### src/rtl/wb_arbiter_if.sv
// Write-back bus between the execute/load units and the register-file write port.
// Producers use the master modport; the arbiter uses the slave modport.
interface wb_arbiter_if #(
  parameter int DEPTH  = 4,
  parameter int DATA_W = 32
);
  localparam int CW = $clog2(DEPTH) + 1;

  logic              alu_valid;
  logic [4:0]        alu_rd;
  logic [DATA_W-1:0] alu_data;
  logic              ld_valid;
  logic [4:0]        ld_rd;
  logic [DATA_W-1:0] ld_data;
  logic              ld_ready;
  logic              reg_wr;
  logic [4:0]        wr_addr;
  logic [DATA_W-1:0] wr_data;
  logic [CW-1:0]     q_count;
  logic              overflow;

  modport master (
    output alu_valid, alu_rd, alu_data, ld_valid, ld_rd, ld_data,
    input  ld_ready, reg_wr, wr_addr, wr_data, q_count, overflow
  );

  modport slave (
    input  alu_valid, alu_rd, alu_data, ld_valid, ld_rd, ld_data,
    output ld_ready, reg_wr, wr_addr, wr_data, q_count, overflow
  );
endinterface

### src/rtl/wb_arbiter.sv
// Single-port register-file write-back arbiter: ALU results win, loads wait in
// an in-order queue, and ALU writes squash older queued/same-cycle loads to the same rd.
module wb_arbiter #(
  parameter int DEPTH  = 4,
  parameter int DATA_W = 32
) (
  input logic         clk,
  input logic         rst,
  wb_arbiter_if.slave bus
);
  localparam int AW = $clog2(DEPTH);
  localparam int CW = AW + 1;
  localparam logic [CW-1:0] FULL = CW'(DEPTH);

  logic [4:0]        q_rd   [DEPTH];
  logic [DATA_W-1:0] q_data [DEPTH];
  logic [DEPTH-1:0]  q_live;
  logic [AW-1:0]     wptr, rptr;
  logic [CW-1:0]     count;
  logic              ovf;

  logic              reg_wr_p1;
  logic [4:0]        wr_addr_p1;
  logic [DATA_W-1:0] wr_data_p1;

  logic              ld_ready_p0, ld_acc_p0, ld_kill_p0;
  logic              alu_sel_p0, deq_p0, bypass_p0, enq_p0;
  logic              reg_wr_p0;
  logic [4:0]        wr_addr_p0;
  logic [DATA_W-1:0] wr_data_p0;

  // Stage p0: select this cycle's write from registered queue state
  always_comb begin
    ld_ready_p0 = (count < FULL);
    ld_acc_p0   = bus.ld_valid && ld_ready_p0;
    alu_sel_p0  = bus.alu_valid && (bus.alu_rd != 5'd0);
    // A load to x0, or one overtaken by a same-cycle ALU write to its rd, is dropped
    ld_kill_p0  = (bus.ld_rd == 5'd0) || (alu_sel_p0 && (bus.ld_rd == bus.alu_rd));
    deq_p0      = !alu_sel_p0 && (count != '0);
    bypass_p0   = ld_acc_p0 && !ld_kill_p0 && !alu_sel_p0 && (count == '0);
    enq_p0      = ld_acc_p0 && !ld_kill_p0 && !bypass_p0;

    reg_wr_p0  = 1'b0;
    wr_addr_p0 = '0;
    wr_data_p0 = '0;
    if (alu_sel_p0) begin
      reg_wr_p0  = 1'b1;
      wr_addr_p0 = bus.alu_rd;
      wr_data_p0 = bus.alu_data;
    end else if (deq_p0) begin
      // A squashed head still leaves the queue, just without a write
      if (q_live[rptr]) begin
        reg_wr_p0  = 1'b1;
        wr_addr_p0 = q_rd[rptr];
        wr_data_p0 = q_data[rptr];
      end
    end else if (bypass_p0) begin
      reg_wr_p0  = 1'b1;
      wr_addr_p0 = bus.ld_rd;
      wr_data_p0 = bus.ld_data;
    end
  end

  // Stage p1: registered write port and queue bookkeeping
  always_ff @(posedge clk) begin
    if (rst) begin
      reg_wr_p1  <= 1'b0;
      wr_addr_p1 <= '0;
      wr_data_p1 <= '0;
      q_live     <= '0;
      wptr       <= '0;
      rptr       <= '0;
      count      <= '0;
      ovf        <= 1'b0;
    end else begin
      reg_wr_p1  <= reg_wr_p0;
      wr_addr_p1 <= wr_addr_p0;
      wr_data_p1 <= wr_data_p0;

      for (int i = 0; i < DEPTH; i++) begin
        if (alu_sel_p0 && (q_rd[i] == bus.alu_rd)) q_live[i] <= 1'b0;
      end
      if (enq_p0) begin
        q_live[wptr] <= 1'b1;
        wptr         <= wptr + 1'b1;
      end
      if (deq_p0) rptr <= rptr + 1'b1;

      case ({enq_p0, deq_p0})
        2'b10:   count <= count + 1'b1;
        2'b01:   count <= count - 1'b1;
        default: count <= count;
      endcase

      if (bus.ld_valid && !ld_ready_p0) ovf <= 1'b1;
    end
  end

  always_ff @(posedge clk) begin
    if (!rst && enq_p0) begin
      q_rd[wptr]   <= bus.ld_rd;
      q_data[wptr] <= bus.ld_data;
    end
  end

  assign bus.ld_ready = ld_ready_p0;
  assign bus.reg_wr   = reg_wr_p1;
  assign bus.wr_addr  = wr_addr_p1;
  assign bus.wr_data  = wr_data_p1;
  assign bus.q_count  = count;
  assign bus.overflow = ovf;
endmodule

### src/flat_wrapper.sv
// flat-port wrapper written by rule: the top's interface ports become plain ports
module wb_arbiter_flat 
#(
  parameter int DEPTH  = 4,
  parameter int DATA_W = 32
)
  (clk, rst, bus_alu_valid, bus_alu_rd, bus_alu_data, bus_ld_valid, bus_ld_rd, bus_ld_data, bus_ld_ready, bus_reg_wr, bus_wr_addr, bus_wr_data, bus_q_count, bus_overflow);
  wb_arbiter_if #(.DEPTH(DEPTH), .DATA_W(DATA_W)) bus_i ();
  input logic clk;
  input logic rst;
  input wire logic [$bits(bus_i.alu_valid)-1:0] bus_alu_valid;
  input wire logic [$bits(bus_i.alu_rd)-1:0] bus_alu_rd;
  input wire logic [$bits(bus_i.alu_data)-1:0] bus_alu_data;
  input wire logic [$bits(bus_i.ld_valid)-1:0] bus_ld_valid;
  input wire logic [$bits(bus_i.ld_rd)-1:0] bus_ld_rd;
  input wire logic [$bits(bus_i.ld_data)-1:0] bus_ld_data;
  output wire logic [$bits(bus_i.ld_ready)-1:0] bus_ld_ready;
  output wire logic [$bits(bus_i.reg_wr)-1:0] bus_reg_wr;
  output wire logic [$bits(bus_i.wr_addr)-1:0] bus_wr_addr;
  output wire logic [$bits(bus_i.wr_data)-1:0] bus_wr_data;
  output wire logic [$bits(bus_i.q_count)-1:0] bus_q_count;
  output wire logic [$bits(bus_i.overflow)-1:0] bus_overflow;
  assign bus_i.alu_valid = bus_alu_valid;
  assign bus_i.alu_rd = bus_alu_rd;
  assign bus_i.alu_data = bus_alu_data;
  assign bus_i.ld_valid = bus_ld_valid;
  assign bus_i.ld_rd = bus_ld_rd;
  assign bus_i.ld_data = bus_ld_data;
  assign bus_ld_ready = bus_i.ld_ready;
  assign bus_reg_wr = bus_i.reg_wr;
  assign bus_wr_addr = bus_i.wr_addr;
  assign bus_wr_data = bus_i.wr_data;
  assign bus_q_count = bus_i.q_count;
  assign bus_overflow = bus_i.overflow;
  wb_arbiter #(.DEPTH(DEPTH), .DATA_W(DATA_W)) u_core (.clk(clk), .rst(rst), .bus(bus_i));
endmodule
### config.mk
export PLATFORM = sky130hd
export DESIGN_NAME = wb_arbiter_flat
export DESIGN_NICKNAME = d
export VERILOG_FILES = /design/src/rtl/wb_arbiter_if.sv /design/src/rtl/wb_arbiter.sv /design/src/flat_wrapper.sv
export SDC_FILE = /design/constraint.sdc
export NUM_CORES = 1
export LEC_CHECK = 0
export ABC_AREA = 1
export BUFFER_PORTS_ARGS = -buffer_cell sky130_fd_sc_hd__buf_4
export CORE_ASPECT_RATIO = 1.25
export CORE_MARGIN = 2
export CORE_UTILIZATION = 57
export DETAILED_ROUTE_END_ITERATION = 7
export GPL_TIMING_DRIVEN = 0
export PLACE_DENSITY = 0.79
export SLEW_MARGIN = 20
export SYNTH_ARGS = -nofsm -noshare
export SYNTH_HDL_FRONTEND = slang
export SYNTH_SLANG_ARGS = --single-unit
### constraint.sdc
create_clock -name clk -period 3.7 [get_ports clk]
set_input_delay 0.185 -clock clk [delete_from_list [all_inputs] [get_ports clk]]
set_output_delay 0.185 -clock clk [all_outputs]
set_load 0.02 [all_outputs]
==> load_flow_metrics.sql, run 1 <==
INSERT INTO impl_metrics (metric_group, metric, value, unit) VALUES
('critical_path', 'timing.critical_path.from', 'rst', ''),
('clocking', 'worst_setup_hold_path_clk_slew', '0.07', 'ns'),
('critical_path', 'critPathRequiredTime', '3.84', 'ns'),
('synth', 'warning_count_from_the_yosys_run', '0', ''),
('global_routing', 'grt_pass1_vias', '7316', ''),
('synth', 'synth_fp_nets', '962', ''),
('final_layout', 'sequential_cell_area', '5490', 'sq um'),
('power_and_ir_drop', 'p_sw', '0.00226', 'W'),
('final_layout', 'multi_input_comb_area', '2810', 'sq um'),
('detailed_routing', 'detail_route.drc_violations', '0', ''),
('worst_hold_path', 'source_of_the_worst_hold_timing_path', 'bus_ld_rd[1]', ''),
('final_layout', 'number_of_nets_in_the_final_layout', '1139', ''),
('final_layout', 'antenna_cells', '0', ''),
('power_and_ir_drop', 'cellInternalPower', '0.00442', 'W'),
('global_routing', 'global_route_wire_length_before_repair', '37100', 'microns'),
('placement', 'placement.io_buffers', '115', ''),
('synth', 'ys_types', '33', ''),
('synth', 'postSynthRegisterBits', '200', ''),
('clocking', 'root_buffer', 'clkbuf_16', ''),
('outcome', 'run_status', 'completed', ''),
('timing', 'worst_rel_slew_slack', '55.8', '%'),
('clocking', 'cts.htree.levels', '4', ''),
('timing', 'final_hold_viol_count', '0', ''),
('synth', 'synth_ff_type', 'edfxtp_1', ''),
('detailed_routing', 'num_vias', '7290', ''),
('timing', 'finClkSkew', '0.0141', 'ns'),
('floorplan', 'io_pins', '121', ''),
('power_and_ir_drop', 'power.share.sequential', '40.1', '%'),
('placement', 'hpwl', '15200', 'microns'),
('final_layout', 'final_core_utilization', '73.4', '%'),
('timing', 'finalCriticalPeriod', '2.66', 'ns'),
('final_layout', 'number_of_fill_cells_in_the_layout', '1009', ''),
('detailed_routing', 'detailedRoute.firstIterationViolations', '909', ''),
('critical_path', 'maximum_fanout_count_along_the_critical_path', '21', ''),
('final_layout', 'layout.cells.most_common_list', '229 x nor2_1, 148 x edfxtp_1, 130 x buf_4, 93 x nand2_1, 91 x o21ai_0', ''),
('clocking', 'worst_skew_pair.late_latency', '0.44', 'ns'),
('global_routing', 'antenna_found_initial', '0', ''),
('clocking', 'post-cts-setup-buffer-count', '0', ''),
('floorplan', 'core.rowCount', '50', ''),
('global_routing', 'grt_util_all_layers', '30.4', '%'),
('synth', 'mappedNetlistArea', '8720', 'sq um'),
('global_routing', 'grt_overflow_total', '0', ''),
('synth', 'synth_edf_count', '148', ''),
('flow_run', 'max_cap_violations', '0', ''),
('placement', 'routabilityCongestion', '0.914', ''),
('critical_path', 'worst_r2r_startpoint', 'u_core.bus.q_count[2]', ''),
('synth', 'share_of_synthesized_registers_carrying_an_async_set_or_reset', '0', '%'),
('worst_hold_path', 'min_path_type', 'in -> reg', ''),
('timing', 'finalSetupViolCount', '0', ''),
('clocking', 'cts_tree', 'done', ''),
('detailed_routing', 'antenna_violating_nets_post_route', '0', ''),
('power_and_ir_drop', 'clock_network_fraction_of_design_power', '30.1', '%'),
('synth', 'synth_cells', '878', ''),
('clocking', 'clockBufferDepth', '2', ''),
('detailed_routing', 'number_of_detailed_routing_iterations_run_before_antenna_repair', '8', ''),
('global_routing', 'grt_max_degree', '24', ''),
('floorplan', 'coreArea', '15000', 'sq um'),
('detailed_routing', 'detail_route.wirelength', '24200', 'microns'),
('synth', 'syn_avg_cell_area', '9.93', 'sq um'),
('critical_path', 'timing.critical_path.to_type', 'flip-flop', ''),
('timing', 'achievable-frequency', '0.376', 'GHz'),
('timing', 'grt_setup_unrepaired', 'false', ''),
('floorplan', 'x_dimension_of_the_die', '115', 'microns'),
('floorplan', 'die-height', '142', 'microns'),
('timing', 'timing_max_transition_violations_final', '0', ''),
('power_and_ir_drop', 'power.share.combinational', '29.8', '%'),
('critical_path', 'critical_path_arrival', '2.79', 'ns'),
('final_layout', 'layout.cells.most_common', 'nor2_1', ''),
('timing', 'holdWs', '0.0125', 'ns'),
('critical_path', 'crit_type', 'in -> reg', ''),
('power_and_ir_drop', 'switching_share', '33.9', '%');
-- timing repair --
| action | in CTS | in global routing |
|---|---|---|
| hold buffers | 38 | 0 |
| endpoints found under the hold margin | 147 | 0 |
| resized for setup | 0 | 0 |
-- stage by stage --
stage          area (sq um)  total power (W)  std cells
6_report              11000          0.00668       1250
5_1_grt               11000          0.00695       1250
4_1_cts               11000          0.00663       1250
3_5_place_dp           9960          0.00462       1180
3_3_place_gp           9810          0.00455       1175
2_1_floorplan          8720          0.00394        878
-- worst max-delay path: stages --
cell and delay (ns):
dlygate4sd3_1 0.54, buf_4 0.17, inv_1 0.11, clkbuf_1 0.45, nand4_2 0.44, nor2_4 0.61, buf_12 0.27
-- worst paths after layout --
kind                              end  slack (ns)  cells after the start
setup / recovery    u_core.q_rd[3][1]        1.04                      7
hold / removal      u_core.q_rd[0][1]        0.01                      1
setup reg to reg    u_core.q_rd[3][1]        1.34                      7
hold reg to reg   u_core.bus.overflow        0.53                      2
-- kinds of logic (layout without fill, tap and decap cells) --
family	Yosys count	after routing	share of synthesized area (%)
buf+inv	89	279	5.26
flops	200	200	62.9
xor+xnor	23	23	2.31
fa+ha+maj	6	6	0.947
compound gates	170	170	9.87
simple gates	390	390	18.7
-- cell type report --
class	instances	area share, %
flip-flops and latches	200	50.0
multi-input cells	589	25.6
repair buffers	158	12.4
clock buffers	17	3.88
plain buffers	61	3.21
well taps	182	2.07
clock inverters	15	1.95
inverters	28	0.969
-- synth_stat cells (all sizes together), types with 3 or more instances --
master	count	area [sq um]
nand3	15	85.1
xor2	7	61.3
buf	42	282
inv	26	97.6
nand2	96	378
clkbuf	19	71.3
a21oi	46	230
ha	5	62.6
edfxtp	148	4440
dfxtp	52	1040
nor3	3	15.0
o21ai	120	601
nor2	235	892
nand4	40	256
xnor2	16	140
-- state kept, by name, indices dropped and copies added, names as in the netlist, named ones only --
register,flops
u_core.bus.q_count,3
u_core.bus.overflow,1
u_core.wptr,2
u_core.q_rd,20
u_core.q_data,128
u_core.bus.wr_data,32
u_core.q_live,4
u_core.rptr,2
u_core.bus.wr_addr,5
u_core.bus.reg_wr,1
-- power groups by stage --
stage          clock (W)  sequential [W]  combinational, W
2_1_floorplan          0         0.00279           0.00115
3_3_place_gp           0         0.00273           0.00183
3_5_place_dp           0         0.00272           0.00190
4_1_cts          0.00201         0.00267           0.00195
5_1_grt          0.00210         0.00269           0.00217
6_report         0.00201         0.00268           0.00199
-- routing by layer --
layer	vias to the layer above	part of all wire [%]	GRT usage [%]	wire, microns
met3	65	8.9	5.62	2150
met2	444	52	52.8	12600
met1	3432	36	36.5	8800
met4	0	2.6	13.9	635
li1	3349	-	-	-
met5	-	0	0	0
(Power assumes the default switching activity.)
==> run 2, diff against run 1 <==
- clock period: 3.7 -> 2.7 ns (I/O delays scaled with it)
==> load_flow_metrics.sql, run 2 (same netlist as run 1, synthesis figures left out) <==
INSERT INTO impl_metrics (metric_group, metric, value, unit) VALUES
('final_layout', 'registers.top_by_ff_count', 'u_core.q_data', ''),
('placement', 'pre_cts_ws', '0.223', 'ns'),
('global_routing', 'grt_util_all_layers', '30.7', '%'),
('critical_path', 'timing.critical_path.to_type', 'flip-flop', ''),
('critical_path', 'crit-reg2reg-capture', 'u_core.q_rd[3][1]', ''),
('timing', 'worst_rel_slew_slack', '57.0', '%'),
('critical_path', 'maximum_fanout_count_along_the_critical_path', '21', ''),
('critical_path', 'critPathMaxStageDelay', '0.63', 'ns'),
('floorplan', 'io_pins', '121', ''),
('worst_hold_path', 'min_path_cells', '3', ''),
('global_routing', 'grt_max_degree', '24', ''),
('critical_path', 'path_cells', 'dlygate4sd3_1, buf_4, inv_1, clkbuf_1, nand4_2, nor2_4, buf_12', ''),
('floorplan', 'effective_utilization_at_floorplan', '58.3', '%'),
('critical_path', 'critPathRequiredTime', '2.83', 'ns'),
('final_layout', 'largest_register_ff_count', '128', ''),
('final_layout', 'layout.cells.most_common', 'nor2_1', ''),
('timing', 'timing_worst_slew_pin_value', '0.646', 'ns'),
('floorplan', 'coreArea', '15000', 'sq um'),
('placement', 'placement.io_buffers', '115', ''),
('final_layout', 'layout.cells.most_common_list', '229 x nor2_1, 148 x edfxtp_1, 130 x buf_4, 93 x nand2_1, 91 x o21ai_0', ''),
('clocking', 'clock-sinks', '200', ''),
('clocking', 'clockBufferDepth', '2', ''),
('global_routing', 'grt_pass1_vias', '7462', ''),
('critical_path', 'worst_r2r_startpoint', 'u_core.bus.q_count[2]', ''),
('critical_path', 'cp_num_buf_inv', '5', ''),
('global_routing', 'global_route_wire_length_before_repair', '37600', 'microns'),
('clocking', 'post_cts_resized', '0', ''),
('final_layout', 'multi_input_comb_area', '2810', 'sq um'),
('detailed_routing', 'number_of_detailed_routing_iterations_run_before_antenna_repair', '5', ''),
('detailed_routing', 'detail_route.wirelength', '24600', 'microns'),
('final_layout', 'antenna_cells', '0', ''),
('final_layout', 'number_of_fill_cells_in_the_layout', '972', ''),
('flow_run', 'max_cap_violations', '0', ''),
('floorplan', 'core.rowCount', '50', ''),
('clocking', 'cts.htree.levels', '4', ''),
('timing', 'holdWs', '0.0107', 'ns'),
('timing', 'fin_setup_tns', '0', 'ns'),
('placement', 'placement.cell_area', '9960', 'sq um'),
('worst_hold_path', 'source_of_the_worst_hold_timing_path', 'bus_alu_data[21]', ''),
('global_routing', 'antenna_found_initial', '0', ''),
('critical_path', 'flop2flop_setup_slack', '0.31', 'ns'),
('placement', 'hpwl', '15200', 'microns'),
('power_and_ir_drop', 'power.density', '823', 'nW/um^2'),
('timing', 'crit_share_post_route', '97.4', '%'),
('floorplan', 'x_dimension_of_the_die', '115', 'microns'),
('worst_hold_path', 'worst_hold_path.endpoint', 'u_core.bus.wr_data[21]', ''),
('timing', 'timing_max_transition_violations_final', '0', ''),
('final_layout', 'number_of_nets_in_the_final_layout', '1158', ''),
('critical_path', 'critical_path_arrival', '2.76', 'ns'),
('detailed_routing', 'post_drt_wl_per_cell', '19.4', 'microns'),
('timing', 'grt_setup_unrepaired', 'false', ''),
('worst_hold_path', 'min_path_type', 'in -> reg', ''),
('detailed_routing', 'detail_route.drc_violations', '0', ''),
('final_layout', 'post_route_cell_area', '11200', 'sq um'),
('detailed_routing', 'detailedRoute.firstIterationViolations', '1071', ''),
('detailed_routing', 'detail_route.vias_per_cell', '5.90', ''),
('detailed_routing', 'antenna_violating_nets_post_route', '0', ''),
('global_routing', 'grt_overflow_total', '0', ''),
('critical_path', 'crit_type', 'in -> reg', ''),
('outcome', 'run_status', 'completed', ''),
('timing', 'finalSetupViolCount', '0', ''),
('critical_path', 'timing.critical_path.slowest_stage_cell', 'nor2_4', ''),
('clocking', 'root_buffer', 'clkbuf_16', ''),
('final_layout', 'share_of_final_layout_standard_cells_stronger_than_drive_strength_1', '19.1', '%'),
('clocking', 'cts_tree', 'done', ''),
('timing', 'finClkSkew', '0.0121', 'ns'),
('floorplan', 'die-height', '142', 'microns'),
('placement', 'routabilityCongestion', '0.914', ''),
('clocking', 'worst_setup_hold_path_clk_slew', '0.07', 'ns'),
('power_and_ir_drop', 'p_leak', '4.23', 'nW'),
('placement', 'place.detailed.instances', '1180', ''),
('critical_path', 'timing.reg2reg.worst_path_depth', '7', ''),
('timing', 'final_hold_viol_count', '0', ''),
('detailed_routing', 'num_vias', '7493', ''),
('timing', 'achievable-frequency', '0.380', 'GHz'),
('clocking', 'worst_skew_pair.late_latency', '0.44', 'ns'),
('clocking', 'numCtsBuffers', '17', ''),
('timing', 'finalCriticalPeriod', '2.63', 'ns'),
('power_and_ir_drop', 'vdd_ir_drop_max', '0.492', 'mV'),
('critical_path', 'worst_path_dominant_cell_family', 'buffers and inverters', ''),
('timing', 'postLayoutSetupSlackWorst', '0.0715', 'ns'),
('critical_path', 'worstSetupStartpointType', 'input pin', ''),
('final_layout', 'count_of_non_filler_cells_in_the_finished_layout', '1269', ''),
('floorplan', 'floorplan.die_area', '16300', 'sq um'),
('final_layout', 'sequential_cell_area', '5490', 'sq um'),
('final_layout', 'area_growth', '28.0', '%');
[run 2: changes by cell type in the layout (fill, tap and decap cells not counted)]
cell,previous run,this run
dlygate4sd3_1,38,57
[run 2: per-stage QoR]
stage	utilization, %	total power, W
after CTS	74.7	0.00911
after global placement	65.6	0.00624
after global routing	74.7	0.00955
final	74.7	0.00920
after floorplan	-	0.00541
after detailed placement	66.6	0.00634
[run 2: worst max-delay path by stage]
stage,startpoint,to,depth (start not counted)
6_report,rst,u_core.q_rd[3][1],7
5_1_grt,rst,u_core.q_rd[3][1],7
4_1_cts,rst,u_core.q_data[3][29],7
3_5_place_dp,bus_alu_rd[1],u_core.q_data[3][21],9
3_3_place_gp,bus_alu_rd[1],u_core.q_data[1][21],8
2_1_floorplan,u_core.bus.q_count[2],u_core.q_data[0][0],6
[run 2: area by class of cell]
class                           count  share of cell area [%]
Inverter                           28                   0.952
Tap cell                          182                    2.04
Clock buffer                       17                    3.81
Timing Repair Buffer              177                    13.9
Sequential cell                   200                    49.1
Buffer                             61                    3.16
Multi-Input combinational cell    589                    25.1
Clock inverter                     15                    1.92
[run 2: layer usage]
| layer | part of all wire (%) | wire length, microns | up-vias | track usage (%) |
|---|---|---|---|---|
| li1 | - | - | 3390 | - |
| met1 | 35 | 8710 | 3496 | 36.6 |
| met2 | 52 | 12700 | 520 | 53.7 |
| met3 | 9.9 | 2450 | 87 | 5.75 |
| met4 | 3.0 | 726 | 0 | 14.2 |
| met5 | 0 | 0 | - | 0 |
[run 2: report_power, final]
part           internal [W]  total (W)  leakage [nW]  switching, W
clock network       0.00157    0.00276         0.305       0.00119
logic              0.000924    0.00276          2.15       0.00184
registers           0.00357    0.00367          1.77     0.0000955
[run 2: what timing repair did]
item	in CTS	in global routing
hold buffers	57	0
endpoints found under the setup margin	0	0
hold endpoints to repair	169	0
setup buffers	0	0
[run 2: tightest hold or removal path, stage by stage]
cell	delay, ns
buf_4	0.08
o21ai_0	0.07
a21oi_1	0.12
==> run 3, diff against run 2 <==
- HOLD_SLACK_MARGIN: unset -> 0.12
==> load_flow_metrics.sql, run 3 (same netlist as run 1, synthesis figures left out) <==
INSERT INTO impl_metrics (metric_group, metric, value, unit) VALUES
('outcome', 'run_status', 'completed', ''),
('critical_path', 'maximum_fanout_count_along_the_critical_path', '21', ''),
('power_and_ir_drop', 'p_sw', '0.00315', 'W'),
('power_and_ir_drop', 'clock_network_fraction_of_design_power', '30.0', '%'),
('detailed_routing', 'post_drt_wl_per_cell', '19.7', 'microns'),
('global_routing', 'grt_pass1_vias', '7533', ''),
('global_routing', 'grt_util_all_layers', '31.5', '%'),
('final_layout', 'antenna_cells', '0', ''),
('detailed_routing', 'detailedRoute.firstIterationViolations', '1011', ''),
('timing', 'grt_setup_unrepaired', 'false', ''),
('clocking', 'root_buffer', 'clkbuf_16', ''),
('final_layout', 'count_of_non_filler_cells_in_the_finished_layout', '1288', ''),
('floorplan', 'effective_utilization_at_floorplan', '58.3', '%'),
('timing', 'worst_rel_slew_slack', '53.1', '%'),
('critical_path', 'crit_type', 'in -> reg', ''),
('critical_path', 'flop2flop_setup_slack', '0.30', 'ns'),
('worst_hold_path', 'worst_hold_path.endpoint', 'u_core.wptr[1]', ''),
('clocking', 'post_cts_resized', '0', ''),
('floorplan', 'coreArea', '15000', 'sq um'),
('final_layout', 'post_route_cell_area', '11400', 'sq um'),
('power_and_ir_drop', 'power.density', '813', 'nW/um^2'),
('critical_path', 'timing.critical_path.to_type', 'flip-flop', ''),
('detailed_routing', 'detail_route.vias_per_cell', '5.88', ''),
('worst_hold_path', 'min_path_type', 'in -> reg', ''),
('timing', 'finalCriticalPeriod', '2.66', 'ns'),
('power_and_ir_drop', 'power.share.combinational', '30.3', '%'),
('timing', 'finClkSkew', '0.0113', 'ns'),
('placement', 'place.detailed.instances', '1180', ''),
('timing', 'timing_max_transition_violations_final', '0', ''),
('final_layout', 'layout.cells.most_common_list', '229 x nor2_1, 148 x edfxtp_1, 130 x buf_4, 93 x nand2_1, 91 x o21ai_0', ''),
('detailed_routing', 'antenna_violating_nets_post_route', '0', ''),
('timing', 'final_hold_viol_count', '0', ''),
('final_layout', 'area_growth', '30.2', '%'),
('worst_hold_path', 'min_path_cells', '6', ''),
('critical_path', 'timing.reg2reg.worst_path_depth', '7', ''),
('final_layout', 'number_of_nets_in_the_final_layout', '1177', ''),
('power_and_ir_drop', 'p_leak', '4.31', 'nW'),
('placement', 'routabilityCongestion', '0.914', ''),
('placement', 'hpwl', '15200', 'microns'),
('final_layout', 'largest_register_ff_count', '128', ''),
('power_and_ir_drop', 'power.share.sequential', '39.7', '%'),
('floorplan', 'die-height', '142', 'microns'),
('detailed_routing', 'number_of_detailed_routing_iterations_run_before_antenna_repair', '8', ''),
('detailed_routing', 'num_vias', '7577', ''),
('power_and_ir_drop', 'cellInternalPower', '0.00609', 'W'),
('placement', 'placement.io_buffers', '115', ''),
('final_layout', 'share_of_final_layout_standard_cells_stronger_than_drive_strength_1', '18.8', '%'),
('clocking', 'clock-sinks', '200', ''),
('clocking', 'numCtsBuffers', '17', ''),
('final_layout', 'registers.top_by_ff_count', 'u_core.q_data', ''),
('critical_path', 'worstSetupStartpointType', 'input pin', ''),
('floorplan', 'io_pins', '121', ''),
('flow_run', 'max_cap_violations', '0', ''),
('critical_path', 'crit-reg2reg-capture', 'u_core.q_rd[3][1]', ''),
('power_and_ir_drop', 'total_power', '0.00924', 'W'),
('critical_path', 'critical_path_arrival', '2.79', 'ns'),
('critical_path', 'worst_r2r_startpoint', 'u_core.bus.q_count[2]', ''),
('power_and_ir_drop', 'switching_share', '34.1', '%'),
('global_routing', 'global_route_wire_length_before_repair', '38600', 'microns'),
('timing', 'finalSetupViolCount', '0', ''),
('global_routing', 'antenna_found_initial', '1', ''),
('placement', 'placement.cell_area', '9960', 'sq um'),
('floorplan', 'x_dimension_of_the_die', '115', 'microns'),
('worst_hold_path', 'source_of_the_worst_hold_timing_path', 'bus_alu_valid', ''),
('clocking', 'clockBufferDepth', '2', ''),
('global_routing', 'grt_overflow_total', '0', ''),
('timing', 'achievable-frequency', '0.376', 'GHz'),
('clocking', 'post-cts-setup-buffer-count', '0', ''),
('global_routing', 'grt_max_degree', '24', ''),
('power_and_ir_drop', 'vdd_ir_drop_max', '0.514', 'mV'),
('timing', 'holdWs', '0.217', 'ns'),
('clocking', 'cts_hold_buffers_added', '76', ''),
('floorplan', 'floorplan.die_area', '16300', 'sq um'),
('final_layout', 'final_core_utilization', '76.0', '%'),
('detailed_routing', 'detail_route.wirelength', '25400', 'microns'),
('clocking', 'cts_tree', 'done', ''),
('floorplan', 'core.rowCount', '50', ''),
('timing', 'timing_worst_slew_pin_value', '0.703', 'ns'),
('detailed_routing', 'detail_route.drc_violations', '0', ''),
('clocking', 'worst_skew_pair.late_latency', '0.44', 'ns'),
('critical_path', 'critPathRequiredTime', '2.84', 'ns'),
('final_layout', 'layout.cells.most_common', 'nor2_1', ''),
('timing', 'crit_share_post_route', '98.4', '%'),
('clocking', 'cts.htree.levels', '4', ''),
('clocking', 'worst_setup_hold_path_clk_slew', '0.07', 'ns');
-- run 3: changes by cell type in the layout (fill, tap and decap cells not counted) --
cell / delta
dlygate4sd3_1: +19
-- run 3: critical path, cell delays in order --
cell and delay, ns:
dlygate4sd3_1 0.54, buf_4 0.18, nor2_2 0.11, nand3_2 0.09, nand2_4 0.13, inv_2 0.11, nand3_2 0.22, nand4_2 0.34
nor2_4 0.64, buf_12 0.27
-- run 3: stage by stage --
stage	setup TNS (ns)	worst slack [ns]
after floorplan	-68.87	-0.465
after global placement	-247.90	-1.76
after detailed placement	0	0.223
after CTS	0	0.104
after global routing	0	0.0131
final	0	0.0425
-- run 3: worst max-delay path by stage --
stage                                end  slack [ns]                  start  cells after the start
finish                 u_core.q_rd[3][1]        0.04          bus_alu_rd[1]                     10
global route           u_core.q_rd[3][1]        0.01          bus_alu_rd[2]                     10
CTS                 u_core.q_data[3][29]        0.10          bus_alu_rd[1]                     10
detailed placement  u_core.q_data[3][21]        0.22          bus_alu_rd[1]                      9
global placement    u_core.q_data[1][21]       -1.76          bus_alu_rd[1]                      8
floorplan            u_core.q_data[0][0]       -0.47  u_core.bus.q_count[2]                      6
-- run 3: area by class of cell --
cell class / instances / area, sq um
buffer: 61 / 353
multi-input combinational: 589 / 2810
clock buffer: 17 / 425
fill: 955 / 3590
timing repair buffer: 196 / 1740
tap: 182 / 228
clock inverter: 15 / 214
inverter: 28 / 106
sequential: 200 / 5490
-- run 3: power groups by stage --
stage / clock network (W) / registers (W) / logic (W)
floorplan: 0 / 0.00383 / 0.00158
global placement: 0 / 0.00373 / 0.00251
detailed placement: 0 / 0.00373 / 0.00261
CTS: 0.00275 / 0.00366 / 0.00272
global route: 0.00288 / 0.00369 / 0.00303
finish: 0.00277 / 0.00367 / 0.00280
-- run 3: per-layer routing --
layer	GRT usage (%)	share of wire, %	up-vias
met4	14.4	3.4	0
met3	5.45	8.9	96
li1	-	-	3433
met1	37.8	36	3557
met5	0	0	-
met2	55.1	52	491
